--- config.mk ---
export PLATFORM = sky130hd
export DESIGN_NAME = header_inserter_flat
export DESIGN_NICKNAME = d
export VERILOG_FILES = /design/src/rtl/header_inserter_pkg.sv /design/src/rtl/avalon_st_if.sv /design/src/rtl/header_inserter.sv /design/src/flat_wrapper.sv
export SDC_FILE = /design/constraint.sdc
export NUM_CORES = 1
export LEC_CHECK = 0
export BUFFER_PORTS_ARGS = -buffer_cell sky130_fd_sc_hd__buf_2
export CORE_AREA = 2 2 202 204
export DETAILED_ROUTE_END_ITERATION = 8
export DIE_AREA = 0 0 204 206
export SKIP_LAST_GASP = 1
export SLEW_MARGIN = 20
export SYNTH_ARGS = -nofsm -noshare
export SYNTH_HDL_FRONTEND = slang
export SYNTH_SLANG_ARGS = --single-unit
export TNS_END_PERCENT = 5
--- constraint.sdc ---
create_clock -name clk -period 11 [get_ports clk]
set_clock_uncertainty 0.05 [all_clocks]
set_input_delay 2.75 -clock clk [delete_from_list [all_inputs] [get_ports clk]]
set_output_delay 2.75 -clock clk [all_outputs]
set_load 0.05 [all_outputs]
--- src/rtl/header_inserter_pkg.sv ---
`default_nettype none
// +----------------------------------------------------------------------+
// | Module  : header_inserter_pkg                                        |
// | Purpose : Shared stream package. Holds the state types of the header |
// |           insertion and header removal blocks and a size helper.     |
// | Ports   : none (package)                                             |
// | Rev     : 1.0  initial release                                       |
// +----------------------------------------------------------------------+
package header_inserter_pkg;

   // Header insertion block states
   typedef enum logic [1:0] {
      IDLE_ST   = 2'd0,
      HEADER_ST = 2'd1,
      DATA_ST   = 2'd2
   } hdr_ins_st_t;

   // Header removal block states
   typedef enum logic [1:0] {
      REM_IDLE_ST  = 2'd0,
      REM_STRIP_ST = 2'd1,
      REM_DATA_ST  = 2'd2
   } hdr_rem_st_t;

   // Width of a beat counter able to hold 0..n_beats
   function automatic int beat_cnt_width(input int n_beats);
      return $clog2(n_beats) + 1;
   endfunction

endpackage : header_inserter_pkg
`default_nettype wire

--- src/rtl/avalon_st_if.sv ---
`default_nettype none
// +----------------------------------------------------------------------+
// | Module  : avalon_st_if                                               |
// | Purpose : Avalon-ST style streaming interface (data/valid/ready with |
// |           packet framing).                                           |
// | Ports   : master - drives data, valid, startofpacket, endofpacket    |
// |           slave  - drives ready                                      |
// | Rev     : 1.0  initial release                                       |
// +----------------------------------------------------------------------+
interface avalon_st_if #(
   parameter int DATA_WIDTH = 128
);
   logic [DATA_WIDTH-1:0] data;
   logic                  valid;
   logic                  ready;
   logic                  startofpacket;
   logic                  endofpacket;

   modport master (
      output data,
      output valid,
      output startofpacket,
      output endofpacket,
      input  ready
   );

   modport slave (
      input  data,
      input  valid,
      input  startofpacket,
      input  endofpacket,
      output ready
   );
endinterface : avalon_st_if
`default_nettype wire

--- src/rtl/header_inserter.sv ---
`default_nettype none
// +----------------------------------------------------------------------+
// | Module  : header_inserter                                            |
// | Purpose : Prepends a HEADER_SIZE-bit header, sent MSB slice first as |
// |           HEADER_SIZE/DATA_WIDTH beats, in front of each payload     |
// |           packet. The payload then passes through combinationally.   |
// | Ports   : clk, rst (async, active high)                              |
// |           header_data/header_valid/header_ready - header handshake   |
// |           data_in  (slave)  - payload stream                         |
// |           data_out (master) - header beats followed by payload       |
// | Rev     : 1.0  initial release                                       |
// +----------------------------------------------------------------------+
module header_inserter
   import header_inserter_pkg::*;
#(
   parameter int DATA_WIDTH  = 128,
   parameter int HEADER_SIZE = 256
) (
   input  logic                   clk,
   input  logic                   rst,
   input  logic [HEADER_SIZE-1:0] header_data,
   input  logic                   header_valid,
   output logic                   header_ready,
   avalon_st_if.slave             data_in,
   avalon_st_if.master            data_out
);

   localparam int N     = HEADER_SIZE / DATA_WIDTH;
   localparam int CNT_W = beat_cnt_width(N);
   localparam logic [CNT_W-1:0] LAST_BEAT = CNT_W'(N - 1);

   generate
      if ((HEADER_SIZE % DATA_WIDTH) != 0 || HEADER_SIZE < DATA_WIDTH) begin : g_bad_size
         $error("header_inserter: HEADER_SIZE must be a non-zero multiple of DATA_WIDTH");
      end
   endgenerate

   hdr_ins_st_t            r_state;
   hdr_ins_st_t            w_state_nxt;
   logic [CNT_W-1:0]       r_cnt;
   logic [HEADER_SIZE-1:0] r_header;
   logic [HEADER_SIZE-1:0] w_hdr_shift;

   // Shifting the current slice to the top keeps the beat select free of
   // variable part-select bounds.
   always_comb begin
      w_hdr_shift = r_header << (DATA_WIDTH * 32'(r_cnt));
   end

   always_ff @(posedge clk or posedge rst) begin
      if (rst) begin
         r_state  <= IDLE_ST;
         r_cnt    <= '0;
         r_header <= '0;
      end else begin
         r_state <= w_state_nxt;
         case (r_state)
            IDLE_ST: begin
               if (header_valid) begin
                  r_header <= header_data;
                  r_cnt    <= '0;
               end
            end
            HEADER_ST: begin
               if (data_out.ready && (r_cnt != LAST_BEAT)) begin
                  r_cnt <= r_cnt + CNT_W'(1);
               end
            end
            default: ;
         endcase
      end
   end

   // Outputs are forced inactive for the whole reset window, including the
   // cycle where reset is applied asynchronously.
   always_comb begin
      w_state_nxt            = r_state;
      header_ready           = 1'b0;
      data_in.ready          = 1'b0;
      data_out.valid         = 1'b0;
      data_out.data          = w_hdr_shift[HEADER_SIZE-1 -: DATA_WIDTH];
      data_out.startofpacket = 1'b0;
      data_out.endofpacket   = 1'b0;
      if (!rst) begin
         case (r_state)
            IDLE_ST: begin
               header_ready = 1'b1;
               if (header_valid) begin
                  w_state_nxt = HEADER_ST;
               end
            end
            HEADER_ST: begin
               data_out.valid         = 1'b1;
               data_out.startofpacket = (r_cnt == '0);
               if (data_out.ready && (r_cnt == LAST_BEAT)) begin
                  w_state_nxt = DATA_ST;
               end
            end
            DATA_ST: begin
               // Payload sop is ignored; the packet sop was the first header beat.
               data_out.valid       = data_in.valid;
               data_in.ready        = data_out.ready;
               data_out.data        = data_in.data;
               data_out.endofpacket = data_in.endofpacket;
               if (data_in.valid && data_out.ready && data_in.endofpacket) begin
                  w_state_nxt = IDLE_ST;
               end
            end
            default: begin
               w_state_nxt = IDLE_ST;
            end
         endcase
      end
   end

endmodule : header_inserter
`default_nettype wire

--- src/flat_wrapper.sv ---
// flat-port wrapper written by rule: the top's interface ports become plain ports
module header_inserter_flat import header_inserter_pkg::*;
#(
   parameter int DATA_WIDTH  = 128,
   parameter int HEADER_SIZE = 256
)
  (clk, rst, header_data, header_valid, header_ready, data_in_data, data_in_valid, data_in_startofpacket, data_in_endofpacket, data_in_ready, data_out_data, data_out_valid, data_out_startofpacket, data_out_endofpacket, data_out_ready);
  avalon_st_if #(.DATA_WIDTH(DATA_WIDTH)) data_in_i ();
  avalon_st_if #(.DATA_WIDTH(DATA_WIDTH)) data_out_i ();
  input  logic clk;
  input  logic rst;
  input  logic [HEADER_SIZE-1:0] header_data;
  input  logic header_valid;
  output logic header_ready;
  input wire logic [$bits(data_in_i.data)-1:0] data_in_data;
  input wire logic [$bits(data_in_i.valid)-1:0] data_in_valid;
  input wire logic [$bits(data_in_i.startofpacket)-1:0] data_in_startofpacket;
  input wire logic [$bits(data_in_i.endofpacket)-1:0] data_in_endofpacket;
  output wire logic [$bits(data_in_i.ready)-1:0] data_in_ready;
  output wire logic [$bits(data_out_i.data)-1:0] data_out_data;
  output wire logic [$bits(data_out_i.valid)-1:0] data_out_valid;
  output wire logic [$bits(data_out_i.startofpacket)-1:0] data_out_startofpacket;
  output wire logic [$bits(data_out_i.endofpacket)-1:0] data_out_endofpacket;
  input wire logic [$bits(data_out_i.ready)-1:0] data_out_ready;
  assign data_in_i.data = data_in_data;
  assign data_in_i.valid = data_in_valid;
  assign data_in_i.startofpacket = data_in_startofpacket;
  assign data_in_i.endofpacket = data_in_endofpacket;
  assign data_in_ready = data_in_i.ready;
  assign data_out_data = data_out_i.data;
  assign data_out_valid = data_out_i.valid;
  assign data_out_startofpacket = data_out_i.startofpacket;
  assign data_out_endofpacket = data_out_i.endofpacket;
  assign data_out_i.ready = data_out_ready;
  header_inserter #(.DATA_WIDTH(DATA_WIDTH), .HEADER_SIZE(HEADER_SIZE)) u_core (.clk(clk), .rst(rst), .header_data(header_data), .header_valid(header_valid), .header_ready(header_ready), .data_in(data_in_i), .data_out(data_out_i));
endmodule
Yosys cells after proc, flatten, opt, wreduce, memory -nomap -nowiden
Index checks and enable logic that the tools add are counted.
{ "totals": {"ff_bits": 260, "latch_bits": 0, "ram_bits": 0, "mem_bits_ro": 0, "wordCells": 43, "memories": 0} }
{ "op_classes": {"n_addsub": 1, "mul": 0, "n_div": 0, "order_cmp": 0, "eq_ne": 8, "shifts": 1, "n_mux": 19, "n_bitwise": 1, "reduce_logical": 10} }
{ "op_table": {"columns": ["operator", "n"], "rows": [
  ["2-to-1 mux 128 bit", 2],
  ["<< shifter 256 x 9 -> 256 bit", 1],
  ["2-to-1 mux 2 bit", 5],
  ["2-to-1 mux 1 bit", 9],
  ["!= test 2 x 1 -> 1 bit (second input constant)", 4],
  ["case mux 2 bit (3 select lines)", 1],
  ["== test 2 x 1 -> 1 bit (second input constant)", 2],
  ["logical AND 1 bit", 4],
  ["logical NOT 2 bit", 2],
  ["case mux 2 bit (2 select lines)", 1],
  ["AND reduction 4 bit", 1],
  ["AND reduction 3 bit", 1],
  ["adder 2 x 1 -> 2 bit (second input constant)", 1],
  ["== test 2 bit (second input constant)", 1],
  ["!= test 2 bit (second input constant)", 1],
  ["case mux 1 bit (2 select lines)", 1],
  ["AND reduction 2 bit", 1],
  ["nonzero test 2 bit", 1],
  ["NOT 1 bit", 1]
]} }

Logic depth before layout (Yosys ltp)
{ "logic_depth": {"depth_word": 4, "ltp_mapped": 7, "ltp_nobuf": 5} }

Worst setup path after synthesis
Ideal clock, no wire load.
{ "synth_path": {"path_kind": "input -> output", "startpoint": "input rst", "endpoint": "output data_in_ready", "arrival_ns": 9.191, "setup_slack_ns": -0.991, "cell_stages": 2, "cell_sequence": "inv_1 -> and3_1"} }
{ "synth_via": {"elab_chain_cells": 1} }
{ "synth_rtl": {"columns": ["item", "line", "text"], "rows": [
  ["start: declaration", "flat_wrapper.sv:11", "input logic rst;"],
  ["2-to-1 mux 1 bit", "header_inserter.sv:84", "if (!rst) begin"],
  ["end: declaration", "flat_wrapper.sv:19", "output wire logic [$bits(data_in_i.ready)-1:0] data_in_ready;"]
]} }
Every way passes these cells.

Final worst setup path
{ "layout_path": {"startpoint": "input rst", "endpoint": "output data_out_data[69]"} }
{ "layout_via": {"elab_chain_cells": 1} }
{ "layout_rtl": {"columns": ["item", "line", "text"], "rows": [
  ["2-to-1 mux 128 bit", "header_inserter.sv:84", null],
  ["end: declaration", "flat_wrapper.sv:20", "output wire logic [$bits(data_out_i.data)-1:0] data_out_data;"]
]} }
Every way passes these cells.

==> impl_metrics.ini <==
[cells_and_area]
multiInputGateArea_um2 = 5550
finalNonFillerCells = 2054
final_area_um2 = 16300
layout-drive-gt1-share_pct = 55.3
fill_cells = 3985
final_nets = 1897
regArea_um2 = 6510
synthToLayoutAreaGrowth_pct = 31.0
fin_util_pct = 40.7

[floorplan]
die_h_um = 206
initial_core_util_pct = 31.0
io_pins = 524
core-area_um2 = 40200
die_area_um2 = 42000
die_w_um = 204
num_rows = 74

[grt]
antenna_found_initial = 13
grt_pass1_vias = 9429
grt_pass1_wl_um = 51600
grtUsageTotal_pct = 15.7
grt_start_max_net_pins = 83
grt_overflow = 0

[clocking]
postCtsSetupBuffers = 0
cts-resized-gates = 0
htreeDepth = 1
cts_tree = yes
cts.sinks = 260
cts_root_buf = clkbuf_16
clkLatencyLatePin_ns = 0.54
clkTransAtPathRegs_ns = 0.05
numCtsBuffers = 29
hold_buffers = 0
cts_buffer_depth = 3

[yosys]
yosysSeqAreaShare_pct = 52.2
synthTopCellsByArea = dfrtp_1 52%, mux2_2 23%, mux2i_1 10%
yosysWarnings = 0
syn_avg_cell_area_um2 = 12.4
synth_cell_types = 25
synth.top_cell.area_share_pct = 52.2
synth_cells = 1005
syn-num-nets = 1403
yosysTopAreaCell = dfrtp_1
synth_area_um2 = 12500
ys_ff_latch = 260

[sta]
slew_violations = 0
fin_crit_sh_pct = 71.0
setup-tns-final_ns = 0
period_needed_ns = 7.81
setup_viol = 0
worst_pin_slew_ns = 1.05
fin_ws_ns = 3.19
report.final.hold_viol_count = 0
timing.hold.ws_ns = 0.451
relSlewSlack_pct = 29.8
max_freq_ghz = 0.128
grt_setup_unrepaired = no

[route]
drt_iter0_drc = 357
drtAntennaViolNets = 0
routedWlPerCell_um = 17.0
drc = 0
routed_via_density = 4.65
via_count = 9541
drtPass1Iterations = 4
wirelength_um = 34900

[placement]
port_buffers = 522
dp_slack_ns = 3.20
gp_congestion = 0.861
hpwlAfterDp_um = 25600
dp_cells = 2000
dpl_cell_area_um2 = 15400

[power_and_ir_drop]
leakage_nw = 7.60
vdd_drop_max_v = 0.000265
pwr_density_cell_nw_per_um2 = 382
total_power_mw = 6.24

[worst_setup_path]
r2r-start = u_core.r_state[0]
start_kind = primary input
worstSetupPathType = in2out
cp-end-kind = output pin
cp_data_arrival_time_ns = 5.01
worstSetupStartpoint = rst
required_ns = 8.20
cp_max_fo = 65

[min_path]
min_from = u_core.r_header[217]
min_path_type = reg2reg

[job]
cap_violations = 0

[status]
outcome = finished, final reports clean
[state kept, by name, indices dropped and copies added (netlist names)]
name and count:
u_core.r_header 256, u_core.r_cnt 2, u_core.r_state 2
[cell usage after synthesis (all sizes together)]
cell type,number
or2,1
inv,5
and3,2
nand2,131
ha,7
buf,60
and2,1
nand3,1
mux2i,130
a21oi,2
o21ai,128
nor3b,1
mux2,258
nand3b,1
a21boi,1
nand2b,1
nor2b,3
clkbuf,11
a2111oi,1
dfrtp,260
[report_power, final]
part	leakage (nW)	internal [mW]	switching, mW
sequential	3.06	1.45	0.259
clock	0.439	0.535	0.366
combinational	4.10	1.16	2.47
total	7.60	3.14	3.10
[layer usage]
layer  GRT usage (%)  up-vias  part of all wire [%]
met2            28.1      344                    50
met4            4.43       14                   2.0
li1                -     4529                     -
met1            18.2     4598                    40
met5               0        -                  0.30
met3            4.57       56                   8.1
[cells in the final DEF (no fill, tap or decap), types with 7 or more instances in the layout]
cell       count
buf_2        522
dfrtp_1      259
mux2_2       258
mux2i_1      130
nand2_1      130
o21ai_1      120
clkbuf_16     29
buf_4         12
o21ai_0        8
ha_1           7
clkbuf_1       7
[logic make-up (layout without fill, tap and decap cells)]
| logic type | count (synthesis) | count (layout) | share of synthesized area (%) |
|---|---|---|---|
| mux | 388 | 388 | 33.7 |
| simple gates | 142 | 142 | 4.52 |
| flops | 260 | 260 | 52.2 |
| compound gates | 132 | 132 | 5.40 |
| other cells | 0 | 6 | 0 |
| fa+ha+maj | 7 | 7 | 0.702 |
| buf+inv | 76 | 587 | 3.50 |
[critical path, stage by stage]
cell and delay [ns]:
buf_2 0.16, nor2b_4 0.12, buf_4 0.56, buf_4 0.71
nand2_1 0.12, o21ai_1 0.17, buf_2 0.31
[path summary, 6_finish.rpt]
check                                            end  slack (ns)  depth (start not counted)
worst min register to register  u_core.r_header[217]        0.45                          1
min in group asynchronous       u_core.r_header[160]        2.18                          2
worst min-delay path            u_core.r_header[217]        0.45                          1
max in group asynchronous        u_core.r_header[75]        6.77                          4
worst max-delay path               data_out_data[69]        3.19                          7
worst max register to register  u_core.r_header[204]        7.39                          6
[cell type report]
| type | count | area share (%) |
|---|---|---|
| clock inverter | 7 | 0.367 |
| timing repair buffer | 534 | 16.5 |
| multi-input combinational | 669 | 33.9 |
| antenna | 6 | 0.0919 |
| sequential | 260 | 39.8 |
| tap | 532 | 4.07 |
| clock buffer | 41 | 5.02 |
| inverter | 5 | 0.138 |
(Power assumes the default switching activity.)
